==> src/rtl/lcd_pkg.sv <==
// Shared definitions for the panel init sequencer and the drawing stages.
// Build option: LCD_INVERSION_EN adds the INVON step before DISPON.
package lcd_pkg;

  // Panel command opcodes
  localparam logic [7:0] CMD_SWRESET = 8'h01;
  localparam logic [7:0] CMD_SLPOUT  = 8'h11;
  localparam logic [7:0] CMD_COLMOD  = 8'h3A;
  localparam logic [7:0] CMD_MADCTL  = 8'h36;
  localparam logic [7:0] CMD_INVON   = 8'h21;
  localparam logic [7:0] CMD_DISPON  = 8'h29;
  localparam logic [7:0] CMD_CASET   = 8'h2A;
  localparam logic [7:0] CMD_PASET   = 8'h2B;
  localparam logic [7:0] CMD_RAMWR   = 8'h2C;

`ifdef LCD_INVERSION_EN
  localparam int NUM_STEPS = 8;
`else
  localparam int NUM_STEPS = 7;
`endif
  localparam int STEP_W = 3;
  localparam int CNT_W  = 22;

  typedef enum logic [2:0] {
    S_IDLE, S_HW_LOW, S_HW_WAIT, S_LOAD, S_TX, S_DELAY, S_DONE
  } state_t;

  // Which settle delay (if any) follows a step
  typedef enum logic [1:0] {
    DLY_NONE, DLY_SWRESET, DLY_SLPOUT
  } dly_t;

  typedef struct packed {
    logic       dc;
    logic [7:0] data;
    dly_t       dly;
  } step_t;

  // Only the two parameter bytes (COLMOD value, MADCTL value) go out with dc=1
  function automatic logic step_dc(input logic [STEP_W-1:0] idx);
    return (idx == 3'd3) || (idx == 3'd5);
  endfunction

endpackage

==> src/rtl/spi_byte_tx.sv <==
// 8-bit MSB-first SPI shifter clocked directly by i_clk.
// i_we at cycle t: o_cs low with bits 7..0 on t+1..t+8, o_cs high and o_done at t+9.
module spi_byte_tx (
  input  logic       i_clk,
  input  logic       i_rst_n,
  input  logic       i_we,
  input  logic [7:0] i_byte,
  output logic       o_mosi,
  output logic       o_cs,
  output logic       o_done
);

  logic [6:0] r_sh;
  logic [2:0] r_left;
  logic       r_mosi;
  logic       r_cs;
  logic       r_done;

  // Load on i_we when idle, then shift one bit per cycle; mosi parks low between bytes
  always_ff @(posedge i_clk or negedge i_rst_n) begin
    if (!i_rst_n) begin
      r_sh   <= '0;
      r_left <= '0;
      r_mosi <= 1'b0;
      r_cs   <= 1'b1;
      r_done <= 1'b0;
    end else begin
      r_done <= 1'b0;
      if (!r_cs) begin
        if (r_left == 3'd0) begin
          r_cs   <= 1'b1;
          r_mosi <= 1'b0;
          r_done <= 1'b1;
        end else begin
          r_mosi <= r_sh[6];
          r_sh   <= {r_sh[5:0], 1'b0};
          r_left <= r_left - 3'd1;
        end
      end else if (i_we) begin
        r_cs   <= 1'b0;
        r_mosi <= i_byte[7];
        r_sh   <= i_byte[6:0];
        r_left <= 3'd7;
      end
    end
  end

  assign o_mosi = r_mosi;
  assign o_cs   = r_cs;
  assign o_done = r_done;

endmodule

==> src/rtl/lcd_init_seq.sv <==
// Power-up init sequencer for the SPI TFT panel: hardware reset pulse, then
// SWRESET, SLPOUT, COLMOD, MADCTL, [INVON], DISPON with settle delays.
// Build option: define LCD_INVERSION_EN to insert INVON (0x21) before DISPON.
module lcd_init_seq
  import lcd_pkg::*;
#(
  parameter logic [CNT_W-1:0] RST_LOW      = 22'd270_000,
  parameter logic [CNT_W-1:0] RST_WAIT     = 22'd3_240_000,
  parameter logic [CNT_W-1:0] SWRESET_WAIT = 22'd3_240_000,
  parameter logic [CNT_W-1:0] SLPOUT_WAIT  = 22'd3_240_000,
  parameter logic [7:0]       COLMOD_VAL   = 8'h55,
  parameter logic [7:0]       MADCTL_VAL   = 8'h00
) (
  input  logic i_clk,
  input  logic i_rst_n,
  input  logic i_start,
  output logic o_mosi,
  output logic o_dc,
  output logic o_cs,
  output logic o_lcd_rst_n,
  output logic o_busy,
  output logic o_done
);

  state_t             r_state;
  logic [STEP_W-1:0]  r_step;
  logic [CNT_W-1:0]   r_cnt;
  logic               r_dc;
  logic               r_busy;
  logic               r_done;
  logic               r_lcd_rst_n;

  step_t              w_cur;
  logic [STEP_W-1:0]  w_nxt_idx;
  logic               w_last;
  logic [CNT_W-1:0]   w_dly;
  logic               w_we;
  logic               w_tx_done;

  // Command/parameter list
  function automatic step_t step_at(input logic [STEP_W-1:0] idx);
    step_t s;
    s = '{dc: step_dc(idx), data: CMD_DISPON, dly: DLY_NONE};
    case (idx)
      3'd0: begin s.data = CMD_SWRESET; s.dly = DLY_SWRESET; end
      3'd1: begin s.data = CMD_SLPOUT;  s.dly = DLY_SLPOUT;  end
      3'd2: s.data = CMD_COLMOD;
      3'd3: s.data = COLMOD_VAL;
      3'd4: s.data = CMD_MADCTL;
      3'd5: s.data = MADCTL_VAL;
`ifdef LCD_INVERSION_EN
      3'd6: s.data = CMD_INVON;
`endif
      default: s.data = CMD_DISPON;
    endcase
    return s;
  endfunction

  // Current step entry and its delay length
  always_comb begin
    w_cur     = step_at(r_step);
    w_nxt_idx = r_step + 3'd1;
    w_last    = (r_step == STEP_W'(NUM_STEPS - 1));
    w_we      = (r_state == S_LOAD);
    w_dly     = 22'd1;
    case (w_cur.dly)
      DLY_SWRESET: w_dly = SWRESET_WAIT;
      DLY_SLPOUT:  w_dly = SLPOUT_WAIT;
      default:     w_dly = 22'd1;
    endcase
  end

  // Sequencer; dc is updated on entry to LOAD so it only moves while cs is high
  always_ff @(posedge i_clk or negedge i_rst_n) begin
    if (!i_rst_n) begin
      r_state     <= S_IDLE;
      r_step      <= '0;
      r_cnt       <= '0;
      r_dc        <= 1'b0;
      r_busy      <= 1'b0;
      r_done      <= 1'b0;
      r_lcd_rst_n <= 1'b1;
    end else begin
      r_done <= 1'b0;
      case (r_state)
        S_IDLE: begin
          if (i_start) begin
            r_state     <= S_HW_LOW;
            r_busy      <= 1'b1;
            r_lcd_rst_n <= 1'b0;
            r_cnt       <= RST_LOW - 22'd1;
            r_step      <= '0;
            r_dc        <= 1'b0;
          end
        end
        S_HW_LOW: begin
          if (r_cnt == '0) begin
            r_state     <= S_HW_WAIT;
            r_lcd_rst_n <= 1'b1;
            r_cnt       <= RST_WAIT - 22'd1;
          end else begin
            r_cnt <= r_cnt - 22'd1;
          end
        end
        S_HW_WAIT: begin
          if (r_cnt == '0) begin
            r_state <= S_LOAD;
            r_dc    <= w_cur.dc;
          end else begin
            r_cnt <= r_cnt - 22'd1;
          end
        end
        S_LOAD: r_state <= S_TX;
        S_TX: begin
          if (w_tx_done) begin
            if (w_cur.dly != DLY_NONE) begin
              r_state <= S_DELAY;
              r_cnt   <= w_dly - 22'd1;
            end else if (w_last) begin
              r_state <= S_DONE;
              r_busy  <= 1'b0;
              r_done  <= 1'b1;
            end else begin
              r_state <= S_LOAD;
              r_step  <= w_nxt_idx;
              r_dc    <= step_dc(w_nxt_idx);
            end
          end
        end
        S_DELAY: begin
          if (r_cnt != '0) begin
            r_cnt <= r_cnt - 22'd1;
          end else if (w_last) begin
            r_state <= S_DONE;
            r_busy  <= 1'b0;
            r_done  <= 1'b1;
          end else begin
            r_state <= S_LOAD;
            r_step  <= w_nxt_idx;
            r_dc    <= step_dc(w_nxt_idx);
          end
        end
        S_DONE:  r_state <= S_IDLE;
        default: r_state <= S_IDLE;
      endcase
    end
  end

  spi_byte_tx u_tx (
    .i_clk   (i_clk),
    .i_rst_n (i_rst_n),
    .i_we    (w_we),
    .i_byte  (w_cur.data),
    .o_mosi  (o_mosi),
    .o_cs    (o_cs),
    .o_done  (w_tx_done)
  );

  assign o_dc        = r_dc;
  assign o_busy      = r_busy;
  assign o_done      = r_done;
  assign o_lcd_rst_n = r_lcd_rst_n;

endmodule

==> config.mk <==
export PLATFORM = sky130hd
export DESIGN_NAME = lcd_init_seq
export DESIGN_NICKNAME = d
export VERILOG_FILES = /design/src/rtl/lcd_pkg.sv /design/src/rtl/spi_byte_tx.sv /design/src/rtl/lcd_init_seq.sv
export SDC_FILE = /design/constraint.sdc
export NUM_CORES = 1
export LEC_CHECK = 0
export CELL_PAD_IN_SITES_DETAIL_PLACEMENT = 1
export CELL_PAD_IN_SITES_GLOBAL_PLACEMENT = 1
export CORE_UTILIZATION = 40
export CTS_CLUSTER_SIZE = 14
export DETAILED_ROUTE_END_ITERATION = 8
export DONT_BUFFER_PORTS = 1
export PLACE_DENSITY_LB_ADDON = 0.1
export RECOVER_POWER = 25
export SLEW_MARGIN = 15
export SYNTH_ARGS = -nofsm -noshare
export SYNTH_HDL_FRONTEND = slang
export SYNTH_SLANG_ARGS = --single-unit
==> constraint.sdc <==
create_clock -name i_clk -period 6.5 [get_ports i_clk]
set_clock_uncertainty 0.1 [all_clocks]
set_input_delay 1.3 -clock i_clk [delete_from_list [all_inputs] [get_ports i_clk]]
set_output_delay 1.3 -clock i_clk [all_outputs]
set_load 0.005 [all_outputs]
-- Word-level counts from Yosys, hierarchy flattened
Index checks and enable logic that the tools add are counted.
- $add $sub $neg: 4
- eq/ne operators: 26
- multiplexer cells: 57
- reduce and logical (&&, ||, !) cells: 19
- operators with widths (kind ; number):
    $mux 22 ; 7
    $pmux 22 s5 ; 1
    $mux 3 ; 15
    $sub 22x1->22 const B ; 2
    $pmux 7 s6 ; 1
    $mux 1 ; 23
    $logic_not 22->1 ; 1
    $reduce_bool 22->1 ; 1
    $mux 7 ; 3
    $eq 3x3->1 const B ; 6
    $pmux 3 s6 ; 1
    $ne 2x2->1 const B ; 8
    $eq 3x2->1 const B ; 5
    $reduce_and 6->1 ; 2
    $reduce_and 5->1 ; 2
    $logic_not 3->1 ; 3
    $pmux 3 s3 ; 1
    $eq 3x1->1 const B ; 2
    $ne 2x1->1 const B ; 3
    $reduce_bool 5->1 ; 1
    $pmux 1 s2 ; 2
    $pmux 1 s4 ; 1
    $pmux 2 s2 ; 1
    $reduce_bool 2->1 ; 2
    other kinds (11) ; 12
- register bits: 45
- bits of input ports: 3
- output and inout port bits: 6

-- Logic depth before layout (Yosys ltp)
Gate-level depths: netlist of run 1.
- word-level depth: 9
- gate-level depth with buffers: 10

-- Modules after synthesis
From an unflattened synthesis of run 1, not the netlist that was laid out.
- cells, all modules: 328
- area total of the unflattened synthesis: 2987.9 sq um
- by module, submodules not included (module ; times used ; cells each ; area each (sq um) ; seq. area each (sq um)):
    lcd_init_seq ; 1 ; 269 ; 2285.9 ; 802.0
    spi_byte_tx ; 1 ; 59 ; 701.9 ; 326.6

-- Least setup slack after synthesis of run 1
Ideal clock, no wire load.
- path kind: input port to flip-flop
- start: input i_start
- end: register r_cnt[13]
- setup time: 0.083 ns
- arrival: 2.223 ns
- required time: 6.317 ns
- setup slack: 4.094 ns
- stages: 5
- path through: o32ai_1 -> a31o_2 -> clkbuf_1 -> o21ai_0 -> o21ai_0
- longest elaborated chain between the ends: 2
- ends and longest elaborated chain (element ; line ; source):
    from (decl) ; lcd_init_seq.sv:16 ; input logic i_start,
    $ne 2x2->1 (no line) ; n/a ;
    $reduce_and 6->1 (no line) ; n/a ;
    to (signal assigned) ; lcd_init_seq.sv:91 ; r_cnt <= RST_LOW - 22'd1;
    to (signal assigned) ; lcd_init_seq.sv:100 ; r_cnt <= RST_WAIT - 22'd1;
    to (signal assigned) ; lcd_init_seq.sv:102 ; r_cnt <= r_cnt - 22'd1;
    to (decl) ; lcd_init_seq.sv:27 ; logic [CNT_W-1:0] r_cnt;
No other way between the ends.
A chain may end at the register's enable or synchronous reset.

-- Final worst setup path of run 1
- start: register r_cnt[6]
- end: register r_cnt[13]
- longest elaborated chain between the ends: 3
- elaborated cells between the ends (all ways): 10
- classes of those cells: add/sub: 1; eq/ne: 2; mux: 4; reduce/logical: 3
- ends and longest elaborated chain (element ; line ; source):
    $sub 22x1->22, or another cell as far along ; lcd_init_seq.sv:102, lcd_init_seq.sv:110, lcd_init_seq.sv:132 ;
    $mux 22, or another cell as far along ; lcd_init_seq.sv:131 ; if (r_cnt != '0) begin
    $pmux 22 s5 or $reduce_and 6->1 (tied branches) ; n/a ;
Several ways; a longest one is shown, not always the timed one. The select of a mux whose other input is x is not followed.

==> flow_metrics.tcl, run 1 <==
set metrics [dict create \
    run_status "finished, final reports clean" \
    synth_nets 348 \
    die_area_sq_mm 0.00741 \
    critical_path.reg2reg.endpoint "r_cnt[13]$_DFFE_PN0P_" \
    layout.cells.most_common_list "46 x sky130_fd_sc_hd__o21ai_0, 43 x sky130_fd_sc_hd__dfrtp_1, 36 x sky130_fd_sc_hd__nor2_1" \
    postSynth.topFlopCell "sky130_fd_sc_hd__dfrtp_1" \
    die_w_um 86.1 \
    post-dp-hpwl_um 5390 \
    critical_path_peak_fanout 11 \
    max_cap_violations 0 \
    clockRootBuffer "sky130_fd_sc_hd__clkbuf_8" \
    multi_input_comb_area_sq_mm 0.00158 \
    hold_start "u_tx.r_sh[5]$_DFFE_PN0P_" \
    p_seq_frac 0.383 \
    yosysWarnings 0 \
    r2r-start "r_cnt[6]$_DFFE_PN0P_" \
    critical_path_required_ns 6.56 \
    pre_cts_ws_ns 3.40 \
    clk_pin_slew_worst_paths_ns 0.09 \
    setup_viol_count_final 0 \
    synthesis.area_sq_mm 0.00283 \
    power.static_leakage_uw 0.00120 \
    core_area_sq_mm 0.00679 \
    grt_pass1_wl_um 12800 \
    intPower_uw 714 \
    p_per_area_mw_per_mm2 444 \
    number_of_drc_markers_in_iteration_0 106 \
    antenna_violating_nets_post_route 0 \
    tritoncts "yes" \
    report.final.hold_viol_count 0 \
    first_global_vias 2519 \
    route.detailed.vias_per_inst 5.80 \
    synth.area.top_cells "sky130_fd_sc_hd__dfrtp_1 38%, sky130_fd_sc_hd__o21ai_0 8.1%, sky130_fd_sc_hd__ha_1 5.8%" \
    max_slew.worst_pin.slew_ns 0.999 \
    placedInstanceArea_sq_mm 0.00288 \
    post_cts_hold_buffer_count 0 \
    cp_endpoint_kind "flip-flop" \
    track_usage 0.222 \
    power.switching_fraction 0.461 \
    postSynthRegisterBits 45 \
    yosys.cell_types.count 56 \
    grt_setup_unrepaired "no" \
    cts.path.max_buffers 2 \
    ios 9 \
    dp.cells 411 \
    initial_utilization 0.416 \
    netlist.area_leader.share 0.381 \
    final_non_filler_cell_area_sq_mm 0.00299 \
    cts.sink_count 45 \
    instances_no_fill 418 \
    path_type_of_the_worst_min_delay_path "flip-flop to flip-flop" \
    totalNegativeSetupSlack_ns 0 \
    power_switching_uw 611 \
    final-seq-area_sq_mm 0.00113 \
    reg2reg_setup_slack_ns 3.34 \
    die_y_um 86.1 \
    finalWorstPathRequiredPeriod_ns 3.16 \
    nNetsFinal 338 \
    insertedDiodeCount 0 \
    comb_power_share 0.459 \
    slew-limit-headroom 0.331 \
    fmax_mhz 317 \
    ffs_w_async_s_r_synth 1.00 \
    fraction_of_final_layout_cells_with_drive_strength_greater_than_1 0.0559 \
    cts.repair_timing.setup_buffer_count 0 \
    routed-via-count 2424 \
    peakVddDrop_mv 0.180 \
    cts-htree-levels 2 \
    rows 30 \
    worst_hold_path.num_cells 2 \
    final_max_slew_viol_count 0 \
    detail_route.wirelength_um 7560 \
    cp_data_arrival_time_ns 3.22 \
    cts_repair_resize_count 0 \
    worst-r2r-cell-count 6 \
    synth_cells 332 \
    post-route-worst-setup-slack_ns 3.34 \
    power_frac_clock 0.159 \
    drc 0 \
    synth-edff-count 0 \
    final.fill_count 805 \
    synth_seq_area_share 0.399 \
    place.port_buffers 0 \
    clock_insertion_delay_worst_skew_ns 0.30 \
    drt-pass1-iter-count 4 \
    grt_start_max_net_pins 46 \
    setup.worst_path.start_class "flip-flop" \
    post-route-period-util 0.485 \
    initial_antenna_violation_count 0 \
    place_congestion 0.804 \
    area_delta_synth_final_pct 5.58 \
    global_route.overflow_total 0 \
    wl_per_cell_um 18.1 \
    cts_buffers 5 \
    mostFrequentLayoutCell "sky130_fd_sc_hd__o21ai_0" \
    path_class "flip-flop to flip-flop" \
    yosysTopAreaCell "sky130_fd_sc_hd__dfrtp_1" \
    worstHoldEndpoint "u_tx.r_sh[5]$_DFFE_PN0P_" \
    postSynthAreaPerCell_sq_um 8.52 \
]
## final cells by class
| class | count | share of cell area |
|---|---|---|
| tap | 96 | 0.0402 |
| clock buffer | 5 | 0.0231 |
| clock inverter | 2 | 0.0117 |
| multi-input combinational | 257 | 0.531 |
| sequential | 45 | 0.378 |
| inverter | 13 | 0.0163 |
## power groups by stage
stage | clock [uW] | sequential [uW] | combinational (uW)
2_1_floorplan | 0 | 438 | 511
3_3_place_gp | 0 | 508 | 592
3_5_place_dp | 0 | 511 | 609
4_1_cts | 218 | 506 | 611
5_1_grt | 227 | 528 | 684
6_report | 210 | 507 | 607
## kinds of logic (layout without fill, tap and decap cells)
group | count (synthesis) | after routing | synth area share
AOI/OAI and AO/OA | 107 | 107 | 0.233
xor gates and xnor gates | 4 | 4 | 0.0124
adders and majority gates | 13 | 13 | 0.0575
buffers and inverters | 30 | 20 | 0.0407
DFF | 45 | 45 | 0.399
muxes | 5 | 5 | 0.0181
and+or+nand+nor | 128 | 128 | 0.239
## per-layer routing
layer	vias to the layer above	GRT usage	wire length, um	share of wire
met5	-	0	0	0
met4	0	0.0758	131	0.017
met3	10	0.0298	107	0.014
met2	17	0.378	3720	0.49
met1	1219	0.289	3610	0.48
li1	1178	-	-	-
## flip-flops by register name, summed over array words and instances (netlist names)
register	flops
u_tx.o_cs	1
u_tx.o_mosi	1
o_dc	1
r_state	3
o_busy	1
u_tx.r_left	3
u_tx.o_done	1
r_step	3
r_cnt	22
o_done	1
o_lcd_rst_n	1
u_tx.r_sh	7
## per-stage QoR
stage,utilization,hold slack (ns),power [uW]
3_3_place_gp,0.424,0.360,1100
6_report,0.439,0.385,1320
5_1_grt,0.439,0.434,1440
3_5_place_dp,0.424,0.370,1120
4_1_cts,0.439,0.390,1340
2_1_floorplan,-,0.344,950
## cell usage after synthesis, types with 3 or more instances
master / instances
sky130_fd_sc_hd__clkbuf_1: 15
sky130_fd_sc_hd__o21ai_0: 46
sky130_fd_sc_hd__o22ai_1: 3
sky130_fd_sc_hd__nor2b_1: 3
sky130_fd_sc_hd__a21o_1: 3
sky130_fd_sc_hd__dfrtp_1: 43
sky130_fd_sc_hd__nand2_1: 29
sky130_fd_sc_hd__nand2b_1: 6
sky130_fd_sc_hd__nor3_1: 11
sky130_fd_sc_hd__inv_1: 13
sky130_fd_sc_hd__or4_1: 6
sky130_fd_sc_hd__and2_1: 4
sky130_fd_sc_hd__nand3_1: 9
sky130_fd_sc_hd__a21oi_1: 19
sky130_fd_sc_hd__o21a_1: 3
sky130_fd_sc_hd__nor2_1: 36
sky130_fd_sc_hd__ha_1: 13
sky130_fd_sc_hd__nor3b_1: 6
sky130_fd_sc_hd__a31oi_1: 7
sky130_fd_sc_hd__or3_1: 5
sky130_fd_sc_hd__mux2i_1: 4
sky130_fd_sc_hd__o31a_1: 3
## critical path, stage by stage, from the launching register on
cell and delay (ns):
sky130_fd_sc_hd__dfrtp_1 0.41, sky130_fd_sc_hd__or4_1 0.73, sky130_fd_sc_hd__nor4_4 0.50, sky130_fd_sc_hd__nand2_1 0.43
sky130_fd_sc_hd__nand2_1 0.26, sky130_fd_sc_hd__and2_0 0.41, sky130_fd_sc_hd__o21ai_0 0.17
## worst max-delay path by stage
stage / from / endpoint / cells past startpoint
floorplan: i_start / r_cnt[13]$_DFFE_PN0P_ / 5
global placement: r_cnt[6]$_DFFE_PN0P_ / r_cnt[13]$_DFFE_PN0P_ / 6
detailed placement: r_cnt[6]$_DFFE_PN0P_ / r_cnt[16]$_DFFE_PN0P_ / 6
CTS: r_cnt[6]$_DFFE_PN0P_ / r_cnt[13]$_DFFE_PN0P_ / 6
global route: r_cnt[6]$_DFFE_PN0P_ / r_cnt[14]$_DFFE_PN0P_ / 6
finish: r_cnt[6]$_DFFE_PN0P_ / r_cnt[13]$_DFFE_PN0P_ / 6
Note: power is estimated with default switching activity, not from simulation.
==> inputs of run 2 (changes only) <==
==> constraint.sdc (replaced) <==
create_clock -name i_clk -period 3.2 [get_ports i_clk]
set_clock_uncertainty 0.1 [all_clocks]
set_input_delay 0.64 -clock i_clk [delete_from_list [all_inputs] [get_ports i_clk]]
set_output_delay 0.64 -clock i_clk [all_outputs]
set_load 0.005 [all_outputs]
==> flow_metrics.tcl, run 2 (synthesis gave the netlist of run 1 again) <==
set metrics [dict create \
    run_status "finished with violations" \
    violations "capacitance limit, slew limit" \
    mostFrequentLayoutCell "sky130_fd_sc_hd__o21ai_0" \
    route.layer.met1.wl_um 3560 \
    routed-wl-met2_um 3740 \
    antenna_violating_nets_post_route 0 \
    die_y_um 86.1 \
    global_route.overflow_total 0 \
    placedInstanceArea_sq_mm 0.00296 \
    slew-limit-headroom -0.584 \
    max_cap_violations 1 \
    setup.worst_path.start_class "flip-flop" \
    first_global_vias 2463 \
    rows 30 \
    clockRootBuffer "sky130_fd_sc_hd__clkbuf_8" \
    number_of_flip_flops_in_the_largest_register 22 \
    cts.repair_timing.setup_buffer_count 0 \
    initial_utilization 0.416 \
    setup_viol_count_final 0 \
    max_slew.worst_pin.slew_ns 2.38 \
    grt_start_max_net_pins 44 \
    grt_pass1_wl_um 12700 \
    wl_per_cell_um 17.4 \
    final_non_filler_cell_area_sq_mm 0.00307 \
    path_class "flip-flop to flip-flop" \
    routed-via-count 2457 \
    holdWs_ns 0.0687 \
    place_congestion 0.788 \
    core_area_sq_mm 0.00679 \
    die_w_um 86.1 \
    cp_endpoint_kind "flip-flop" \
    path_type_of_the_worst_min_delay_path "input pin to asynchronous set/reset pin" \
    layout.cells.most_common_list "46 x sky130_fd_sc_hd__o21ai_0, 43 x sky130_fd_sc_hd__dfrtp_1, 36 x sky130_fd_sc_hd__nor2_1" \
    cts-htree-levels 2 \
    finalWorstPathRequiredPeriod_ns 2.79 \
    initial_antenna_violation_count 0 \
    ios 9 \
    post-dp-hpwl_um 5380 \
    wl_met3_um 93 \
    maxUsedRoutingLayer "met4" \
    tritoncts "yes" \
    reg.largest.list "r_cnt (22), u_tx.r_sh (7)" \
    insertedDiodeCount 0 \
    detail_route.wirelength_um 7500 \
    clock_insertion_delay_worst_skew_ns 0.30 \
    drc 0 \
    nNetsFinal 350 \
    area_delta_synth_final_pct 8.45 \
    cts.sink_count 45 \
    track_usage 0.220 \
    final_max_slew_viol_count 44 \
    fraction_of_final_layout_cells_with_drive_strength_greater_than_1 0.0925 \
    number_of_drc_markers_in_iteration_0 110 \
    report.final.hold_viol_count 0 \
    place.port_buffers 0 \
    critical_path_peak_fanout 17 \
    cts.path.max_buffers 2 \
    top_register "r_cnt" \
    cts_buffers 5 \
    power.static_leakage_uw 0.00124 \
    critical_path_required_ns 3.30 \
    fmax_mhz 359 \
    grt_setup_unrepaired "no" \
    route.detailed.vias_per_inst 5.70 \
    cp_data_arrival_time_ns 2.89 \
    peakVddDrop_mv 0.461 \
    final.fill_count 812 \
    drt-pass1-iter-count 4 \
    p_per_area_mw_per_mm2 896 \
    clk_pin_slew_worst_paths_ns 0.09 \
    die_area_sq_mm 0.00741 \
    totalNegativeSetupSlack_ns 0 \
    post-route-period-util 0.871 \
]
-- run 2: where the power goes --
part           switching (uW)  internal [uW]
clock network             209            153
registers                 203            770
logic                     865            546
total                    1280           1470
-- run 2: worst paths after layout --
check / start / endpoint / slack, ns / depth (start not counted)
worst max-delay path: r_step[0]$_DFFE_PN0P_ / r_cnt[8]$_DFFE_PN0P_ / 0.41 / 10
worst min-delay path: i_rst_n / u_tx.o_cs$_DFF_PN1_ / 0.07 / 0
worst max register to register: r_step[0]$_DFFE_PN0P_ / r_cnt[8]$_DFFE_PN0P_ / 0.41 / 10
worst min register to register: u_tx.r_sh[1]$_DFFE_PN0P_ / u_tx.r_sh[1]$_DFFE_PN0P_ / 0.38 / 2
max in group asynchronous: i_rst_n / r_cnt[11]$_DFFE_PN0P_ / 0.70 / 1
min in group i_clk: u_tx.r_sh[1]$_DFFE_PN0P_ / u_tx.r_sh[1]$_DFFE_PN0P_ / 0.38 / 2
-- run 2: area by class of cell --
cell class	instances	area (sq um)	area share
inverters	13	48.8	0.0159
repair buffers	12	86.3	0.0282
flip-flops and latches	45	1130	0.368
multi-input cells	257	1590	0.519
clock buffers	5	68.8	0.0224
clock inverters	3	22.5	0.00734
well taps	96	120	0.0392
-- run 2: repair_timing --
action                                 in CTS  in global routing
setup endpoints to repair                   0                  3
hold buffers                                1                  0
resized for setup                           0                  1
endpoints found under the hold margin      43                  0
-- run 2: critical path, stage by stage, from the launching register on --
cell and delay [ns]:
sky130_fd_sc_hd__dfrtp_1 0.44, sky130_fd_sc_hd__inv_1 0.15, sky130_fd_sc_hd__ha_1 0.24, sky130_fd_sc_hd__nand2_1 0.10, sky130_fd_sc_hd__ha_1 0.26, sky130_fd_sc_hd__nor3b_1 0.33, sky130_fd_sc_hd__o32ai_2 0.21, sky130_fd_sc_hd__a31o_2 0.38
sky130_fd_sc_hd__nor3b_1 0.26, sky130_fd_sc_hd__xnor2_1 0.15, sky130_fd_sc_hd__nor2_1 0.05
-- run 2: per-layer routing --
| layer | track usage | up-vias |
|---|---|---|
| li1 | - | 1202 |
| met1 | 0.289 | 1226 |
| met5 | 0 | - |
| met4 | 0.0576 | 0 |
| met2 | 0.382 | 19 |
| met3 | 0.0260 | 10 |
-- run 2: through the flow --
stage,cells,power [uW],setup slack (ns),util
5_1_grt,431,3000,0.105,0.451
4_1_cts,431,2770,0.183,0.454
3_5_place_dp,422,2380,0.215,0.436
3_3_place_gp,422,2350,0.192,0.436
2_1_floorplan,332,1930,0.812,-
6_report,431,2750,0.412,0.451
